<file path="config.mk">
export PLATFORM = sky130hd
export DESIGN_NAME = csr_cmd_queue_bridge
export DESIGN_NICKNAME = d
export VERILOG_FILES = /design/src/rtl/csr_cmd_queue_bridge.sv
export SDC_FILE = /design/constraint.sdc
export NUM_CORES = 1
export LEC_CHECK = 0
export BUFFER_PORTS_ARGS = -buffer_cell sky130_fd_sc_hd__buf_2
export CAP_MARGIN = 40
export CORE_MARGIN = 10
export CORE_UTILIZATION = 35
export CTS_BUF_LIST = sky130_fd_sc_hd__clkbuf_8
export DETAILED_ROUTE_END_ITERATION = 16
export GPL_TIMING_DRIVEN = 0
export HOLD_SLACK_MARGIN = 0.06
export SYNTH_ARGS = -nofsm -noshare
export SYNTH_HDL_FRONTEND = slang
export SYNTH_SLANG_ARGS = --single-unit
</file>
<file path="constraint.sdc">
create_clock -name i_clk -period 10 [get_ports i_clk]
set_clock_uncertainty 0.15 [all_clocks]
set_input_delay 1.5 -clock i_clk [delete_from_list [all_inputs] [get_ports i_clk]]
set_output_delay 1.5 -clock i_clk [all_outputs]
set_load 0.01 [all_outputs]
</file>
<file path="src/rtl/csr_cmd_queue_bridge.sv">
// csr_cmd_queue_bridge: queues CSR-submitted variable-length commands and drains them word by word into the engine command FIFO.
// Latency: submit edge sampled in cycle 0 -> queued in cycle 1 -> first push in cycle 2; N words take N cycles unstalled.
// Backpressure: i_fifo_full stalls the current word in place; i_fifo_afull only holds off the start of a new command.
module csr_cmd_queue_bridge #(
  parameter int DATA_W      = 32,
  parameter int MAX_WORDS   = 8,
  parameter int QUEUE_DEPTH = 4,
  parameter bit USE_AFULL   = 1'b1,
  parameter int LEN_W       = $clog2(MAX_WORDS + 1)
) (
  input  logic                               i_clk,
  input  logic                               i_reset_n,
  input  logic [MAX_WORDS*DATA_W-1:0]        i_cmd_words,
  input  logic [LEN_W-1:0]                   i_cmd_len,
  input  logic                               i_cmd_submit,
  input  logic                               i_clear_err,
  output logic                               o_bridge_busy,
  output logic [$clog2(QUEUE_DEPTH+1)-1:0]   o_queue_count,
  output logic                               o_queue_full,
  output logic [15:0]                        o_submit_cnt,
  output logic [15:0]                        o_drop_cnt,
  output logic                               o_overflow,
  output logic [DATA_W-1:0]                  o_fifo_wdata,
  output logic                               o_fifo_wen,
  input  logic                               i_fifo_full,
  input  logic                               i_fifo_afull
);

  localparam int PTR_W = $clog2(QUEUE_DEPTH);
  localparam int CNT_W = $clog2(QUEUE_DEPTH + 1);
  localparam int IDX_W = (MAX_WORDS > 1) ? $clog2(MAX_WORDS) : 1;

  localparam logic [LEN_W-1:0] MAX_LEN  = LEN_W'(MAX_WORDS);
  localparam logic [CNT_W-1:0] FULL_CNT = CNT_W'(QUEUE_DEPTH);

  typedef enum logic {
    ST_IDLE = 1'b0,
    ST_PUSH = 1'b1
  } state_e;

  // Command storage: one slot per queued command, words kept unpacked for direct indexing
  logic [DATA_W-1:0] words_q [QUEUE_DEPTH][MAX_WORDS];
  logic [LEN_W-1:0]  len_q   [QUEUE_DEPTH];

  // Control state
  logic              submit_prev_q;
  logic [PTR_W-1:0]  head_q, head_d;
  logic [PTR_W-1:0]  tail_q, tail_d;
  logic [CNT_W-1:0]  count_q, count_d;
  state_e            state_q, state_d;
  logic [IDX_W-1:0]  idx_q, idx_d;
  logic [15:0]       submit_cnt_q, submit_cnt_d;
  logic [15:0]       drop_cnt_q, drop_cnt_d;
  logic              overflow_q, overflow_d;

  // Combinational helpers
  logic              submit_pulse;
  logic              len_zero;
  logic [LEN_W-1:0]  len_clamped;
  logic              queue_full;
  logic              afull_gate;
  logic [LEN_W-1:0]  head_len;
  logic              last_word;
  logic              push;
  logic              pop;
  logic              reject;
  logic              fifo_wen;
  logic [DATA_W-1:0] fifo_wdata;

  // Only the rising edge of the level-style submit strobe acts
  assign submit_pulse = i_cmd_submit & ~submit_prev_q;

  // Oversized lengths are clamped rather than rejected; zero length is always rejected
  assign len_zero    = (i_cmd_len == '0);
  assign len_clamped = (i_cmd_len > MAX_LEN) ? MAX_LEN : i_cmd_len;

  assign queue_full = (count_q == FULL_CNT);

  // Almost-full only gates the start of a command, never a command already in flight
  assign afull_gate = !(USE_AFULL && i_fifo_afull);

  assign head_len  = len_q[head_q];
  assign last_word = (LEN_W'(idx_q) == (head_len - LEN_W'(1)));

  // A full queue still accepts when the head pops this cycle: the freed slot is the tail slot
  assign push   = submit_pulse && !len_zero && (!queue_full || pop);
  assign reject = submit_pulse && !push;

  // FSM outputs: present the current head word while pushing, drive zeros while idle
  always_comb begin
    fifo_wen   = 1'b0;
    fifo_wdata = '0;
    pop        = 1'b0;
    if (state_q == ST_PUSH) begin
      fifo_wen   = !i_fifo_full;
      fifo_wdata = words_q[head_q][idx_q];
      pop        = fifo_wen && last_word;
    end
  end

  // Queue pointer and occupancy update; simultaneous push and pop keep the count
  always_comb begin
    head_d  = head_q;
    tail_d  = tail_q;
    count_d = count_q;
    if (push) begin
      tail_d = tail_q + PTR_W'(1);
    end
    if (pop) begin
      head_d = head_q + PTR_W'(1);
    end
    case ({push, pop})
      2'b10:   count_d = count_q + CNT_W'(1);
      2'b01:   count_d = count_q - CNT_W'(1);
      default: count_d = count_q;
    endcase
  end

  // FSM next state: start on non-empty queue with gate open, chain commands without a bubble
  always_comb begin
    state_d = state_q;
    idx_d   = idx_q;
    case (state_q)
      ST_IDLE: begin
        if ((count_q != '0) && afull_gate) begin
          state_d = ST_PUSH;
          idx_d   = '0;
        end
      end
      ST_PUSH: begin
        if (fifo_wen) begin
          if (last_word) begin
            idx_d   = '0;
            state_d = ((count_d != '0) && afull_gate) ? ST_PUSH : ST_IDLE;
          end else begin
            idx_d = idx_q + IDX_W'(1);
          end
        end
      end
      default: begin
        state_d = ST_IDLE;
        idx_d   = '0;
      end
    endcase
  end

  // Accept/drop statistics; a clear wins over a same-cycle reject
  always_comb begin
    submit_cnt_d = push ? (submit_cnt_q + 16'd1) : submit_cnt_q;
    drop_cnt_d   = drop_cnt_q;
    overflow_d   = overflow_q;
    if (i_clear_err) begin
      drop_cnt_d = '0;
      overflow_d = 1'b0;
    end else if (reject) begin
      drop_cnt_d = (drop_cnt_q == 16'hFFFF) ? drop_cnt_q : (drop_cnt_q + 16'd1);
      overflow_d = 1'b1;
    end
  end

  // FSM state register
  always_ff @(posedge i_clk or negedge i_reset_n) begin
    if (!i_reset_n) begin
      state_q <= ST_IDLE;
      idx_q   <= '0;
    end else begin
      state_q <= state_d;
      idx_q   <= idx_d;
    end
  end

  // Queue control and counters; reset abandons any partial command and empties the queue
  always_ff @(posedge i_clk or negedge i_reset_n) begin
    if (!i_reset_n) begin
      submit_prev_q <= 1'b0;
      head_q        <= '0;
      tail_q        <= '0;
      count_q       <= '0;
      submit_cnt_q  <= '0;
      drop_cnt_q    <= '0;
      overflow_q    <= 1'b0;
    end else begin
      submit_prev_q <= i_cmd_submit;
      head_q        <= head_d;
      tail_q        <= tail_d;
      count_q       <= count_d;
      submit_cnt_q  <= submit_cnt_d;
      drop_cnt_q    <= drop_cnt_d;
      overflow_q    <= overflow_d;
    end
  end

  // Payload storage: written on accept only, contents are don't-care until a slot is filled
  always_ff @(posedge i_clk) begin
    if (push) begin
      len_q[tail_q] <= len_clamped;
      for (int k = 0; k < MAX_WORDS; k++) begin
        words_q[tail_q][k] <= i_cmd_words[k*DATA_W +: DATA_W];
      end
    end
  end

  assign o_bridge_busy = (count_q != '0) || (state_q == ST_PUSH);
  assign o_queue_count = count_q;
  assign o_queue_full  = queue_full;
  assign o_submit_cnt  = submit_cnt_q;
  assign o_drop_cnt    = drop_cnt_q;
  assign o_overflow    = overflow_q;
  assign o_fifo_wen    = fifo_wen;
  assign o_fifo_wdata  = fifo_wdata;

endmodule
</file>
### After elaboration in Yosys (flattened, before gate mapping)

Memories as Yosys holds them, arrays and structs flattened.
Cells that the tools add are included.
Widths: inputs -> output; s select.

* logic and storage cells: 76
* input port bits: 266
* register bits after elaboration: 45
* memories: 2
* bits in writable memories: 1040

Memories
* words_q: depth 4, bits a word 256, rd ports 1, clocked after Yosys merged registers in 0, wr ports 1, line 42 `logic [DATA_W-1:0] words_q [QUEUE_DEPTH][MAX_WORDS];`
* len_q: depth 4, bits a word 4, rd ports 1, clocked after Yosys merged registers in 0, wr ports 1, line 43 `logic [LEN_W-1:0] len_q [QUEUE_DEPTH];`

* magnitude comparators: 2
* add/sub/neg operators: 8
* equality and inequality tests: 8
* reduce and logical (&&, ||, !) cells: 19
* bitwise operators: 4
* mux-type cells: 24

Operators by type and width (count)
* $bmux 32 s3: 1
* $mux 32: 3
* $mux 16: 3
* $add 16x1->16 const B: 2
* $eq 16x16->1 const B: 1
* $pmux 3 s2: 2
* $mux 1: 10
* $mux 3: 3
* $add 3x1->3 const B: 2
* $logic_and 1x1->1: 6
* $ne 2x2->1 const B: 3
* $reduce_bool 3->1: 2
* $logic_not 1->1: 5
* $add 2x1->2 const B: 2
* $eq 3x4->1: 1
* $ge 4x4->1 const B: 1
* $gt 4x4->1 const B: 1
* $logic_not 4->1: 1
* $mux 4: 1
* $not 3->4: 1
* $reduce_and 2->1: 2
* $sub 4x1->4 const B: 1
* $eq 3x3->1 const B: 1
* $sub 3x1->3 const B: 1
* 7 further kinds: 9

### Longest topological paths before layout

An unclocked memory read counts as a cell.

* word-level depth: 15
* depth in mapped cells: 19
* gate-level depth less buffers: 17

### Least setup slack after synthesis

No wires, ideal clock.

* path kind: input-to-reg
* start: in i_fifo_full
* end: mem len_q[0][0] (netlist bit) (enable)
* path buffers: 2
* required time: 9.196 ns
* cell stages on the path: 7
* arrival: 8.524 ns
* library setup time: 0.654 ns
* path slack: 0.672 ns
* cells stage by stage: nor2b_1 -> clkbuf_1 -> nand3_1 -> nor4_1 -> a21o_1 -> clkbuf_1 -> and2_1

* cells in the longest elaborated chain, start to end: 7

RTL lines
* start, declared: line 25 `input logic i_fifo_full,`
* $logic_not 1->1: line 95 `fifo_wen = !i_fifo_full;`
* $logic_and 1x1->1: line 97 `pop = fifo_wen && last_word;`
* $mux 1: line 94 `if (state_q == ST_PUSH) begin`
* $logic_or 1x1->1: line 86 `assign push = submit_pulse && !len_zero && (!queue_full || pop);`
* $logic_and 1x1->1: line 86
* $mux 1: line 195 `if (push) begin`
* $mux 1 (not written as such): line 196 `len_q[tail_q] <= len_clamped;`
* end, declared: line 43

No other way between the ends.

### Worst setup path in the final report

* start: reg head_q[0]
* end: out o_fifo_wdata[25]

* cells in the longest elaborated chain, start to end: 5

RTL lines
* start, declared: line 47 `logic [PTR_W-1:0] head_q, head_d;`
* start signal, assigned: line 176 `head_q <= '0;`
* start signal, assigned: line 184 `head_q <= head_d;`
* $mem_v2 4x256
* $bmux 32 s3: line 96 `fifo_wdata = words_q[head_q][idx_q];`
* $mux 32 (not written as such) (2 in series): line 96
* $mux 32: line 94
* end, declared: line 23 `output logic [DATA_W-1:0] o_fifo_wdata,`

No other way between the ends. The select of a mux whose other input is x is not followed.

==> qor.txt <==
Run status - finished clean
Vias in the first global route - 22197
CTS tree - done
Peak supply drop - 140 uV
Die ar. - 0.134 mm2
Area of the multi-input gates - 0.00903 mm2
Wire length of the first global-routing pass - 159 mm
EDFF count, synth - 1040
Synth top area share - 74.8%
Data required time of the critical path - 8350 ps
Drt initial violations - 2057
Normalized max-slew margin - 40.6%
Vias post-DR - 20834
Top flip-flop cell by instance count after synthesis - sky130_fd_sc_hd__edfxtp_1
Growth of design area from synthesis to finish - 20.1%
Post-synthesis register bit count - 1085
Fill cell count - 10279
Class of the tightest hold or removal check - reg -> reg
Gate Count Post-Synth - 1753
Setup bufs post-CTS - 0
Number of antenna violations at the first check in global routing - 85
Unrepaired setup endpoints after global routing - false
Number of gates resized after cts - 0
Number of H-tree branching levels - 4
Setup slack of the critical path after layout - 3790 ps
Drc violations - 0
Critical path arrival - 4560 ps
Per-instance average area after synthesis - 23.8 um2
Post-detailed-route via-to-cell ratio - 5.14
Setup slack after placement - 4590 ps
Total placed instance area - 0.0468 mm2
Final-stage net count - 2632
Synth Cell Area - 0.0418 mm2
Portion of the post-synthesis area used by sequential elements - 77.5%
Max-capacitance violation count - 0
Top area cells in the synthesized netlist - sky130_fd_sc_hd__edfxtp_1, sky130_fd_sc_hd__mux4_2, sky130_fd_sc_hd__dfrtp_1, sky130_fd_sc_hd__mux2i_1, sky130_fd_sc_hd__nor2b_1
Element type at the critical path start - flip-flop
Initial core utilization - 35.3%
Share of layout cells above drive strength 1 - 39.5%
Final RePlAce weighted congestion - 0.798
Aggregate negative setup slack - 0 ps
Global-route usage over all layers - 16.8%
Number of top-level pins - 337
Clk pin slew, worst setup/hold paths - 60 ps
DPL Wire Length - 78.8 mm
Clock Root Buffer - sky130_fd_sc_hd__clkbuf_8
Cell type with the highest aggregate area in the netlist - sky130_fd_sc_hd__edfxtp_1
Overall power consumption - 0.0137 W
Setup Crit Path Kind - reg -> out
Count of different cell masters after synthesis - 38
Height of the die - 365 um
Detailed-router iteration count before antenna repair - 6
Final ANT Viol Nets - 0
Number of buffers inserted by port buffering - 336
Insertion delay of the later-clocked pin in the worst-skew pair - 890 ps
Transition at the pin with the smallest max-transition slack - 890 ps
Leakage power - 16.7 nW
Number of buffers on the longest clock path - 3
Element type at the critical path end - output pin
Number of sinks handled by clock tree synthesis - 1085
Row count - 126
Max FO, Critical Path - 10
Register cell area after layout - 0.0324 mm2
Wire per inst - 27.7 um
Summed area of non-filler cells in the final layout - 0.0502 mm2
Yosys warns - 0
Placeable Area - 0.118 mm2
Count of hold-fix buffers inserted at cts - 0
Core Util, Final - 42.4%
Net count after synthesis - 2029
Clock buffer count from CTS - 179
Overall routed net length - 112 mm
Part of the cycle the worst path needs - 62.1%
Final count of hold timing violations - 0
GRT overflow - 0
F_max - 161 MHz
Ratio of total power to cell area - 274 mW/mm2
Horizontal die dimension - 365 um
Setup-violating endpoint count in the final report - 0
Largest net degree at the start of global routing - 55
Post-layout minimum cycle time - 6210 ps
Number of pins exceeding their max-slew limit in the final report - 0
Asr flop ratio synth - 4.15%
[cell families (layout without fill, tap and decap cells)]
kind of cell	after synthesis	in the layout	synth area share [%]
adder cells (fa/ha/maj)	10	10	0.317
flip-flops	1085	1085	77.5
AND/OR/NAND/NOR	134	134	1.83
buffers and inverters	101	842	0.946
XOR/XNOR	26	26	0.545
AO/OA/AOI/OAI	36	36	0.548
multiplexers	361	361	18.4
other	0	22	0
[power breakdown]
part | leakage (nW) | switching [W] | total, W | internal [W]
combinational | 4.71 | 0.00246 | 0.00452 | 0.00206
sequential | 10.0 | 0.000122 | 0.00563 | 0.00551
clock | 1.92 | 0.00176 | 0.00359 | 0.00183
[path summary, 6_finish.rpt]
path / from / slack (ps) / endpoint / cells after the start
min: o_submit_cnt[15] / 320 / o_submit_cnt[15] / 1
max: head_q[0] / 3790 / o_fifo_wdata[25] / 9
min reg2reg: o_submit_cnt[15] / 320 / o_submit_cnt[15] / 1
max in group asynchronous: i_reset_n / 8680 / head_q[1] / 2
max reg2reg: head_q[1] / 5060 / words_q[3][201] / 12
min in group asynchronous: i_reset_n / 490 / o_submit_cnt[12] / 1
[stage by stage]
stage | cells | hold WS, ps
finish | 4052 | 320
detailed placement | 3711 | 313
global placement | 3625 | 308
CTS | 4030 | 326
global route | 4038 | 350
floorplan | 1753 | 358
[flip-flops by register name (all words and copies together), names as in the netlist]
name,count
len_q,16
state_q,1
o_drop_cnt,16
idx_q,3
submit_prev_q,1
o_queue_count,3
o_overflow,1
tail_q,2
o_submit_cnt,16
head_q,2
words_q,1024
[worst max-delay path, stage by stage (launching register included)]
cell and delay, ps:
sky130_fd_sc_hd__dfrtp_1 340, sky130_fd_sc_hd__buf_6 190, sky130_fd_sc_hd__clkbuf_1 660, sky130_fd_sc_hd__clkbuf_1 680
sky130_fd_sc_hd__buf_6 240, sky130_fd_sc_hd__mux4_2 500, sky130_fd_sc_hd__mux4_2 530, sky130_fd_sc_hd__mux2i_1 190
sky130_fd_sc_hd__nor2b_1 160, sky130_fd_sc_hd__buf_2 180
[synth_stat cells, types with 2 or more instances]
master	number
sky130_fd_sc_hd__nor2_1	10
sky130_fd_sc_hd__clkbuf_1	59
sky130_fd_sc_hd__or4_1	10
sky130_fd_sc_hd__a41oi_1	2
sky130_fd_sc_hd__ha_1	9
sky130_fd_sc_hd__nand3_1	9
sky130_fd_sc_hd__or3_1	3
sky130_fd_sc_hd__a21oi_1	13
sky130_fd_sc_hd__nand2_1	22
sky130_fd_sc_hd__edfxtp_1	1040
sky130_fd_sc_hd__nor4_1	4
sky130_fd_sc_hd__buf_1	29
sky130_fd_sc_hd__nor3_1	4
sky130_fd_sc_hd__and2_1	4
sky130_fd_sc_hd__nor2b_1	41
sky130_fd_sc_hd__xor2_1	3
sky130_fd_sc_hd__xnor2_1	23
sky130_fd_sc_hd__dfrtp_1	45
sky130_fd_sc_hd__mux2i_1	33
sky130_fd_sc_hd__and3_1	10
sky130_fd_sc_hd__o21ai_0	7
sky130_fd_sc_hd__buf_6	2
sky130_fd_sc_hd__mux4_2	324
sky130_fd_sc_hd__mux2_2	4
sky130_fd_sc_hd__nand4_1	13
sky130_fd_sc_hd__inv_1	10
sky130_fd_sc_hd__o31ai_1	9
[routing by layer]
layer	wire, um	part of all wire (%)	GRT usage (%)
met5	480	0.43	0
met1	43500	39	20.6
met4	2830	2.5	5.28
met3	9950	8.9	6.13
met2	55600	49	27.4
[final cells by class]
cell class,instances,share of cell area (%)
clock inverter,137,1.53
timing repair buffer,422,6.20
tap,1536,3.83
inverter,10,0.0748
multi-input combinational,567,18.0
antenna,22,0.110
clock buffer,182,4.99
sequential,1085,64.5
buffer,91,0.726
[placed cells by master (no fill, tap or decap), drive strengths merged, types with 2 or more instances in the layout]
cell,synthesis,final
a41oi,2,2
dfrtp,45,45
nand4,13,13
buf,32,454
xor2,3,3
nor2,10,10
nand2,22,22
mux4,324,324
a21oi,13,13
inv,10,82
clkbuf,59,241
xnor2,23,23
nor3,5,5
nor2b,41,41
clkinvlp,0,3
o31ai,9,9
edfxtp,1040,1040
mux2,4,4
or3,3,3
ha,9,9
and2,4,4
o21ai,7,7
diode,0,22
or4,10,10
nand3,9,9
mux2i,33,33
bufinv,0,5
and3,10,10
nor4,4,4
clkinv,0,57
Power figures use the tool's default switching activity.
